File: src/rtl/fifo_pkg.sv
// Shared definitions for the sync_fifo family: read-data timing encodings,
// default word width and pointer sizing helpers.
package fifo_pkg;

  // How the upstream FIFO presents rd_data relative to rd_en.
  localparam int RD_SHOWAHEAD  = 0;  // data valid in the same cycle as rd_en
  localparam int RD_REGISTERED = 1;  // data valid one cycle after rd_en

  localparam int DEFAULT_DATA_WIDTH = 8;

  // Bits needed to index 0..depth-1; never less than one bit.
  function automatic int ptr_width(input int depth);
    return (depth <= 2) ? 1 : $clog2(depth);
  endfunction

  // Bits needed to hold an occupancy count of 0..depth.
  function automatic int occ_width(input int depth);
    return $clog2(depth + 1);
  endfunction

endpackage

File: src/rtl/stream_skid_buf.sv
// Small circular holding buffer between the FIFO read port and the stream
// output. Head entry is presented straight from storage, so the output word
// is always registered and never passes combinationally from push_data.
module stream_skid_buf
  import fifo_pkg::*;
#(
  parameter int DATA_WIDTH = DEFAULT_DATA_WIDTH,
  parameter int DEPTH      = 2,
  localparam int PW        = ptr_width(DEPTH),
  localparam int OW        = occ_width(DEPTH)
) (
  input  logic                  clk,
  input  logic                  rst,
  input  logic                  flush,
  input  logic                  push,
  input  logic [DATA_WIDTH-1:0] push_data,
  input  logic                  pop,
  output logic [DATA_WIDTH-1:0] head_data,
  output logic [OW-1:0]         occ
);

  localparam logic [PW-1:0] LAST = PW'(DEPTH - 1);

  logic [DATA_WIDTH-1:0] mem [DEPTH];
  logic [PW-1:0]         head;
  logic [PW-1:0]         tail;

  // Pointers wrap modulo DEPTH, which need not be a power of two.
  function automatic logic [PW-1:0] wrap_inc(input logic [PW-1:0] p);
    return (p == LAST) ? '0 : p + 1'b1;
  endfunction

  // Storage write at the tail; cleared on reset so the output word reads 0.
  always_ff @(posedge clk) begin
    if (rst) begin
      for (int i = 0; i < DEPTH; i++) mem[i] <= '0;
    end else if (push && !flush) begin
      mem[tail] <= push_data;
    end
  end

  // Pointer and occupancy tracking; flush empties the buffer and realigns
  // both pointers so later pushes land where the head will look.
  always_ff @(posedge clk) begin
    if (rst || flush) begin
      head <= '0;
      tail <= '0;
      occ  <= '0;
    end else begin
      if (push) tail <= wrap_inc(tail);
      if (pop)  head <= wrap_inc(head);
      case ({push, pop})
        2'b10:   occ <= occ + 1'b1;
        2'b01:   occ <= occ - 1'b1;
        default: occ <= occ;  // idle, or push+pop leaves count unchanged
      endcase
    end
  end

  assign head_data = mem[head];

endmodule

File: src/rtl/fifo_rd_stream.sv
// Read-side drain stage for sync_fifo: issues rd_en only when there is room
// for the word (counting a read still in flight), captures rd_data at the
// FIFO's read latency and re-presents words as a valid/ready stream.
// SKID_DEPTH is expected to be 2..4; 2 is the minimum for full throughput
// with a registered-read FIFO.
module fifo_rd_stream
  import fifo_pkg::*;
#(
  parameter int DATA_WIDTH = DEFAULT_DATA_WIDTH,
  parameter int RDATA_MODE = RD_REGISTERED,
  parameter int SKID_DEPTH = 2,
  parameter int CNT_WIDTH  = 16
) (
  input  logic                  clk,
  input  logic                  rst,
  input  logic                  fifo_empty,
  input  logic [DATA_WIDTH-1:0] fifo_rd_data,
  output logic                  fifo_rd_en,
  input  logic                  flush,
  output logic                  m_valid,
  output logic [DATA_WIDTH-1:0] m_data,
  input  logic                  m_ready,
  output logic [CNT_WIDTH-1:0]  beat_cnt,
  output logic                  busy
);

  localparam int            OW        = occ_width(SKID_DEPTH);
  localparam logic [OW:0]   DEPTH_LIM = (OW + 1)'(SKID_DEPTH);

  logic [OW-1:0] occ;
  logic          inflight;
  logic          push;
  logic          pop;
  logic [OW:0]   demand;

  assign m_valid = (occ != '0);
  assign pop     = m_valid && m_ready;

  // Slots that will be committed after this edge if no new read is issued.
  // pop implies occ >= 1, so the subtraction cannot go negative.
  assign demand = {1'b0, occ} + (OW + 1)'(inflight) - (OW + 1)'(pop);

  // Read only when the FIFO has data and the word is guaranteed a slot;
  // this is what makes both FIFO underflow and buffer overflow impossible.
  assign fifo_rd_en = !rst && !flush && !fifo_empty && (demand < DEPTH_LIM);

  if (RDATA_MODE == RD_REGISTERED) begin : g_registered
    // One outstanding read: data returns the cycle after rd_en and is
    // dropped if flush is high when it arrives.
    always_ff @(posedge clk) begin
      if (rst || flush) inflight <= 1'b0;
      else              inflight <= fifo_rd_en;
    end
    assign push = inflight && !flush;
  end else begin : g_showahead
    // Data is already on the bus when rd_en is raised.
    assign inflight = 1'b0;
    assign push     = fifo_rd_en;
  end

  stream_skid_buf #(
    .DATA_WIDTH(DATA_WIDTH),
    .DEPTH     (SKID_DEPTH)
  ) u_buf (
    .clk      (clk),
    .rst      (rst),
    .flush    (flush),
    .push     (push),
    .push_data(fifo_rd_data),
    .pop      (pop),
    .head_data(m_data),
    .occ      (occ)
  );

  // Delivered-beat counter; flush does not touch it, wraps naturally.
  always_ff @(posedge clk) begin
    if (rst)      beat_cnt <= '0;
    else if (pop) beat_cnt <= beat_cnt + 1'b1;
  end

  assign busy = (occ != '0) || inflight;

endmodule

File: config.mk
export PLATFORM = sky130hd
export DESIGN_NAME = fifo_rd_stream
export DESIGN_NICKNAME = d
export VERILOG_FILES = /design/src/rtl/fifo_pkg.sv /design/src/rtl/stream_skid_buf.sv /design/src/rtl/fifo_rd_stream.sv
export SDC_FILE = /design/constraint.sdc
export NUM_CORES = 1
export LEC_CHECK = 0
export BUFFER_PORTS_ARGS = -buffer_cell sky130_fd_sc_hd__buf_2
export CORE_MARGIN = 2
export CORE_UTILIZATION = 30
export CTS_BUF_LIST = sky130_fd_sc_hd__clkbuf_4 sky130_fd_sc_hd__clkbuf_8
export CTS_CLUSTER_DIAMETER = 150
export DETAILED_ROUTE_END_ITERATION = 12
export GPL_TIMING_DRIVEN = 0
export HOLD_SLACK_MARGIN = 0.08
export PLACE_DENSITY = 0.56
export SYNTH_ARGS = -nofsm -noshare
export SYNTH_HDL_FRONTEND = slang
export SYNTH_SLANG_ARGS = --single-unit
File: constraint.sdc
create_clock -name clk -period 2.38 [get_ports clk]
set_input_delay 0.119 -clock clk [delete_from_list [all_inputs] [get_ports clk]]
set_output_delay 0.119 -clock clk [all_outputs]
set_load 0.005 [all_outputs]
==> results.py, run 1 <==
metrics = {
    "yosys": {
        "ys_warn_count": 0,
        "synthMuxAreaShare_pct": 7.13,
        "synth-simple-area-share_pct": 23.7,
        "synth_nets": 179,
        "synth_cell_types": 41,
        "yosysSeqAreaShare_pct": 52.0,
        "synth_top_family_by_area": "simple AND/OR/NAND/NOR gates",
        "ys_ff_latch": 38,
        "synthCells": 164,
        "synth_xor_area_share_pct": 5.93,
        "synthAdderAreaFrac_pct": 1.84,
        "synth_compound_area_share_pct": 6.78,
        "syn-cell-area_mm2": 0.00177,
        "avgSynthCellArea_um2": 10.8,
    },
    "global_routing": {
        "grt_pass1_wl_um": 5920,
        "antenna_found_initial": 0,
        "track_usage_pct": 11.8,
        "grt_max_degree": 14,
        "grt_pass1_vias": 1281,
        "grt-ovfl-total": 0,
    },
    "worst_setup_path": {
        "cp_slowest_cell": "fa_2",
        "crit_top_cell": "buf_2",
        "crit_path_max_fanout": 9,
        "crit_path_max_incr_delay_ns": 0.36,
        "start_kind": "flip-flop",
        "crit_type": "flip-flop to output pin",
        "r2r_slack_ns": 0.58,
        "worstPathRequired_ns": 2.26,
        "worstPathArrival_ns": 2.13,
        "critPathCaptureType": "output pin",
        "path_cells": "buf_2, and3b_2, a21o_1, nand2_1, fa_2, xor2_1, nor4b_2, buf_2",
    },
    "clocking": {
        "root_buffer": "clkbuf_8",
        "cts_tree": "built",
        "htreeDepth": 2,
        "clock-sinks": 38,
        "cts_buffers": 5,
        "clock_latency_ns": 0.29,
        "clockBufferDepth": 2,
        "clk_pin_slew_ns": 0.08,
    },
    "route": {
        "post_drt_wl_per_cell_um": 12.6,
        "vias": 1334,
        "routed_via_density": 4.70,
        "wl_um": 3590,
        "drt_iter0_drc": 49,
        "drtPass1Iterations": 4,
        "drc": 0,
        "ant_nets": 0,
    },
    "floorplan": {
        "dieWidth_um": 80.9,
        "fp.dieArea_mm2": 0.00654,
        "ios": 40,
        "start_util_pct": 31.6,
        "die_y_um": 80.9,
        "core_area_mm2": 0.00561,
        "std_cell_rows": 27,
    },
    "run": {
        "maxCapViolCount": 0,
    },
    "timing": {
        "setup-tns-final_ns": 0,
        "worstMarginPinSlew_ns": 0.794,
        "finalMaxSlewViolations": 0,
        "rsz0062_at_grt": "false",
        "period_minus_slack_ns": 2.25,
        "setup_violations": 0,
        "fin_crit_sh_pct": 94.5,
        "max_freq_mhz": 445,
        "hold_violations": 0,
        "slew_headroom_pct": 47.0,
        "fin_skew_ns": 0.00545,
    },
    "final_layout": {
        "fin_area_mm2": 0.00222,
        "drive_above_1_share_pct": 32.5,
        "antenna_cells": 0,
        "syn_to_final_growth_pct": 25.3,
        "nNetsFinal": 226,
    },
    "power": {
        "cellLeakagePower_nw": 0.889,
        "vdd_drop_max_mv": 0.326,
        "powerDensity_mw_per_mm2": 639,
    },
    "place": {
        "placement.io_buffers": 39,
        "hpwl_um": 2510,
        "globalplace.congestion": 0.687,
        "dpl_cell_area_mm2": 0.00206,
    },
    "worst_hold_path": {
        "hold_path_class": "primary input to flip-flop",
    },
    "status": {
        "status": "finished, final reports clean",
    },
}
## sequential cells by signal, summed over array words and instances (netlist names), named ones only
name / cells
u_buf.tail: 1
inflight: 1
u_buf.mem: 16
u_buf.occ: 2
beat_cnt: 16
u_buf.head: 1
## layer usage
metal,track usage [%],vias to the layer above,wire length [um]
li1,-,671,-
met1,14.4,622,1630
met2,19.3,33,1670
met3,3.78,8,235
met4,4.58,0,56
met5,0,-,0
## power by group
group | switching, mW | internal [mW] | leakage (nW) | total [mW]
clock network | 0.246 | 0.420 | 0.0683 | 0.667
logic | 0.0309 | 0.0267 | 0.477 | 0.0576
registers | 0.00470 | 0.690 | 0.344 | 0.695
## worst max-delay path, delay by kind of cell, from the launching register on
kind | cells | cell delay [ns]
AO/OA/AOI/OAI | 1 | 0.11
AND/OR/NAND/NOR | 3 | 0.60
flip-flops | 1 | 0.30
XOR/XNOR | 1 | 0.17
buffers and inverters | 2 | 0.30
adder cells (fa/ha/maj) | 1 | 0.36
## placed cells by master (no fill, tap or decap), drive strengths merged, types with 3 or more instances in the layout
master	count
xor2	5
nand2	8
nor2	18
nor4	3
buf	41
clkbuf	9
dfxtp	22
nor3	3
nand4	4
edfxtp	16
and2	16
a21oi	5
xnor2	7
or2	3
nand3	6
mux2	10
inv	5
## final cells by class
class                           instances  area, um2
Fill cell                             592       3390
Clock inverter                          3       68.8
Clock buffer                            5       68.8
Multi-Input combinational cell        115        815
Timing Repair Buffer                   40        205
Buffer                                  6       31.3
Sequential cell                        38        922
Inverter                                5       18.8
Tap cell                               72       90.1
## metrics by stage
stage,total power [mW],util (%),cells,hold slack (ns),setup WS (ns)
finish,1.42,39.6,284,0.109,0.130
global route,1.47,39.6,284,0.103,0.0124
CTS,1.43,39.4,284,0.104,0.00684
detailed placement,0.767,36.7,275,0.306,0.319
global placement,0.766,36.7,275,0.305,0.346
floorplan,0.737,-,164,0.196,0.517
## synthesized netlist by cell type
cell / instances / share of area, %
or4_1: 2 / 0.85
mux2i_1: 1 / 0.56
xor2_1: 5 / 2.5
nor3b_1: 1 / 0.42
a2111oi_0: 1 / 0.49
nor2b_1: 2 / 0.71
inv_1: 5 / 1.1
xnor2_1: 7 / 3.5
nor4b_1: 2 / 0.99
buf_4: 1 / 0.42
and4_1: 2 / 0.99
o21bai_1: 1 / 0.42
a21oi_1: 5 / 1.4
nor3_1: 3 / 0.85
clkbuf_1: 4 / 0.85
or2_2: 3 / 1.1
and3b_1: 1 / 0.49
edfxtp_1: 16 / 27
o2111ai_4: 1 / 1.5
buf_2: 1 / 0.28
o21ai_0: 2 / 0.56
mux2_1: 1 / 0.64
nand3_2: 1 / 0.56
nand3_1: 5 / 1.4
ha_1: 1 / 0.71
nand2_1: 8 / 1.7
dfxtp_1: 22 / 25
o31ai_1: 2 / 0.85
mux2_2: 8 / 5.1
fa_1: 1 / 1.1
o2111a_2: 1 / 0.71
nand2b_1: 2 / 0.71
nor4_2: 1 / 0.71
nor4_1: 2 / 0.71
nor2_1: 18 / 3.8
a21o_1: 1 / 0.42
nand4_1: 4 / 1.4
mux2_4: 1 / 0.85
o21a_1: 1 / 0.42
or3_1: 2 / 0.71
and2_1: 16 / 5.6
## cells by family after synthesis
family	count (synthesis)
and+or+nand+nor	75
adders and majority gates	2
xor gates and xnor gates	12
AOI/OAI and AO/OA	15
muxes	11
DFF	38
buffers and inverters	11
## final timing paths
path                   startpoint              end  cells past startpoint
setup / recovery     u_buf.occ[0]       fifo_rd_en                      8
hold / removal    fifo_rd_data[0]  u_buf.mem[1][0]                      2
setup reg to reg     u_buf.occ[0]         inflight                      7
hold reg to reg      beat_cnt[12]     beat_cnt[12]                      2
## repair_timing
item	in CTS	in global routing
pin swaps	0	0
endpoints found under the setup margin	1	1
buffers inserted	0	0
gates resized for setup	1	4
endpoints found under the hold margin	1	0
hold buffers	1	0
No activity file was read; power rests on OpenSTA's default activity.
==> inputs of run 2 (changes only) <==
--- a/config.mk
+++ b/config.mk
@@ -13,7 +13,8 @@
 export DETAILED_ROUTE_END_ITERATION = 12
 export GPL_TIMING_DRIVEN = 0
 export HOLD_SLACK_MARGIN = 0.08
-export PLACE_DENSITY = 0.56
+export PLACE_DENSITY = 0.61
+export RECOVER_POWER = 25
 export SYNTH_ARGS = -nofsm -noshare
 export SYNTH_HDL_FRONTEND = slang
 export SYNTH_SLANG_ARGS = --single-unit
==> constraint.sdc (replaced) <==
create_clock -name clk -period 2.38 [get_ports clk]
set_input_delay 0.357 -clock clk [delete_from_list [all_inputs] [get_ports clk]]
set_output_delay 0.357 -clock clk [all_outputs]
set_load 0.005 [all_outputs]
==> run 2 against run 1 <==
Compared with the run above:
- first-iteration DRC count up 69%
- critical path type unchanged
- critical endpoint unchanged
- largest power group unchanged
- clock skew down 0.0023 ns
- non-clock buffer count up 3
==> results.py, run 2 (synthesis results as in run 1) <==
metrics = {
    "route": {
        "drtPass1Iterations": 5,
        "vias": 1316,
        "post_drt_wl_per_cell_um": 12.7,
        "drt_iter0_drc": 83,
        "drc": 0,
        "routed_via_density": 4.59,
        "ant_nets": 0,
        "wl_um": 3660,
    },
    "final_layout": {
        "antenna_cells": 0,
        "syn_to_final_growth_pct": 24.2,
        "top_regs": "beat_cnt x16, u_buf.mem x16, u_buf.occ x2",
        "stdcell_count": 287,
        "nNetsFinal": 229,
        "final_cell_mix": "buf_2, dfxtp_1, nor2_1",
        "final_common_cell": "buf_2",
        "drive_above_1_share_pct": 30.7,
    },
    "worst_setup_path": {
        "path_cells": "and3b_2, a21o_1, nand2_2, fa_2, xor2_1, nor4b_1, buf_2",
        "critPathCaptureType": "output pin",
        "crit_path_max_incr_delay_ns": 0.37,
        "path_delay_family": "simple AND/OR/NAND/NOR gates",
        "start_kind": "flip-flop",
        "worstPathRequired_ns": 2.02,
        "cp_slowest_cell": "fa_2",
        "worstPathArrival_ns": 2.00,
        "crit_type": "flip-flop to output pin",
        "crit_path_max_fanout": 2,
        "critical_path_buf_inv_count": 1,
        "r2r_slack_ns": 0.70,
    },
    "floorplan": {
        "dieWidth_um": 80.9,
        "std_cell_rows": 27,
        "die_y_um": 80.9,
        "ios": 40,
        "fp.dieArea_mm2": 0.00654,
        "core_area_mm2": 0.00561,
        "start_util_pct": 31.6,
    },
    "power": {
        "swShare_pct": 20.4,
        "vdd_drop_max_mv": 0.266,
        "powerDensity_mw_per_mm2": 585,
        "p_switching_uw": 262,
        "p_comb_share_pct": 4.4,
        "cellLeakagePower_nw": 0.861,
        "power.share.clock_pct": 41.6,
        "cellInternalPower_mw": 1.02,
        "seq_power_share_pct": 54.0,
    },
    "place": {
        "hpwl_um": 2490,
        "placement.io_buffers": 39,
        "place_inst": 275,
        "pre_cts_ws_ns": 0.110,
        "globalplace.congestion": 0.711,
    },
    "clocking": {
        "cts_tree": "built",
        "clock-sinks": 38,
        "holdBufCountCts": 0,
        "clk_pin_slew_ns": 0.07,
        "clockBufferDepth": 2,
        "root_buffer": "clkbuf_8",
        "htreeDepth": 2,
        "cts_buffers": 5,
        "clock_latency_ns": 0.29,
    },
    "global_routing": {
        "track_usage_pct": 12.1,
        "grt-ovfl-total": 0,
        "grt_max_degree": 13,
        "antenna_found_initial": 0,
        "grt_pass1_vias": 1271,
        "grt_pass1_wl_um": 6070,
    },
    "timing": {
        "fin_crit_sh_pct": 99.0,
        "finalMaxSlewViolations": 0,
        "fin_skew_ns": 0.00313,
        "period_minus_slack_ns": 2.36,
        "hold_violations": 0,
        "setup_ws_ns": 0.0250,
        "worstMarginPinSlew_ns": 0.794,
        "setup_violations": 0,
        "slew_headroom_pct": 47.0,
        "rsz0062_at_grt": "true",
        "max_freq_mhz": 425,
    },
    "status": {
        "status": "finished, final reports clean",
    },
    "run": {
        "maxCapViolCount": 0,
    },
    "worst_hold_path": {
        "hold_path_class": "primary input to flip-flop",
    },
}
## run 2: cell count changes in the layout (fill, tap and decap cells not counted), sizes merged
cell and change:
clkinv +1, bufinv -1, clkbuf +8, buf -4, dlygate4sd3 -1
## run 2: path summary, 6_finish.rpt
path / end / cells after the start / from
worst max-delay path: fifo_rd_en / 7 / u_buf.occ[0]
worst min-delay path: inflight / 2 / fifo_empty
worst max register to register: beat_cnt[14] / 6 / u_buf.occ[0]
worst min register to register: u_buf.tail / 2 / u_buf.tail
## run 2: metrics by stage
step	area, um2	TNS (ns)	total power, mW	util [%]	hold WS (ns)
after floorplan	1770	0	0.737	-	0.434
after global placement	2060	0	0.766	36.7	0.466
after detailed placement	2060	0	0.767	36.7	0.479
after CTS	2210	0	1.30	39.5	0.230
after global routing	2200	-0.0878	1.34	39.2	0.238
final	2200	0	1.29	39.2	0.238
## run 2: cell type report
cell class                 instances  area [um2]
clock buffer                       5        68.8
inverter                           5        18.8
sequential                        38         926
fill                             600        3410
buffer                             4        15.0
multi-input combinational        115         811
tap                               72        90.1
clock inverter                     3        40.0
timing repair buffer              45         230
## run 2: what timing repair did
item                                    CTS  global route
buffers inserted                          5             1
cloned                                    0             0
endpoints found under the setup margin    1             1
gates resized for setup                   7             0
pin swaps                                 1             2
## run 2: worst reg2reg max path: cells and delay by family (launching register included)
family,cells,cell delay [ns]
AND/OR/NAND/NOR,2,0.49
flip-flops,1,0.34
multiplexers,1,0.31
buffers and inverters,2,0.24
AO/OA/AOI/OAI,1,0.20
## run 2: layer usage
layer | vias to the layer above | routed length (um) | track usage, %
li1 | 679 | - | -
met3 | 5 | 199 | 3.44
met2 | 33 | 1680 | 20.4
met1 | 599 | 1740 | 15.1
met5 | - | 0 | 0
met4 | 0 | 35 | 3.56
## run 2: power groups by stage
stage	logic, mW	clock network [mW]	registers [mW]
floorplan	0.0291	0	0.708
global placement	0.0567	0	0.709
detailed placement	0.0573	0	0.710
CTS	0.0583	0.550	0.694
global route	0.0652	0.577	0.696
finish	0.0570	0.535	0.694
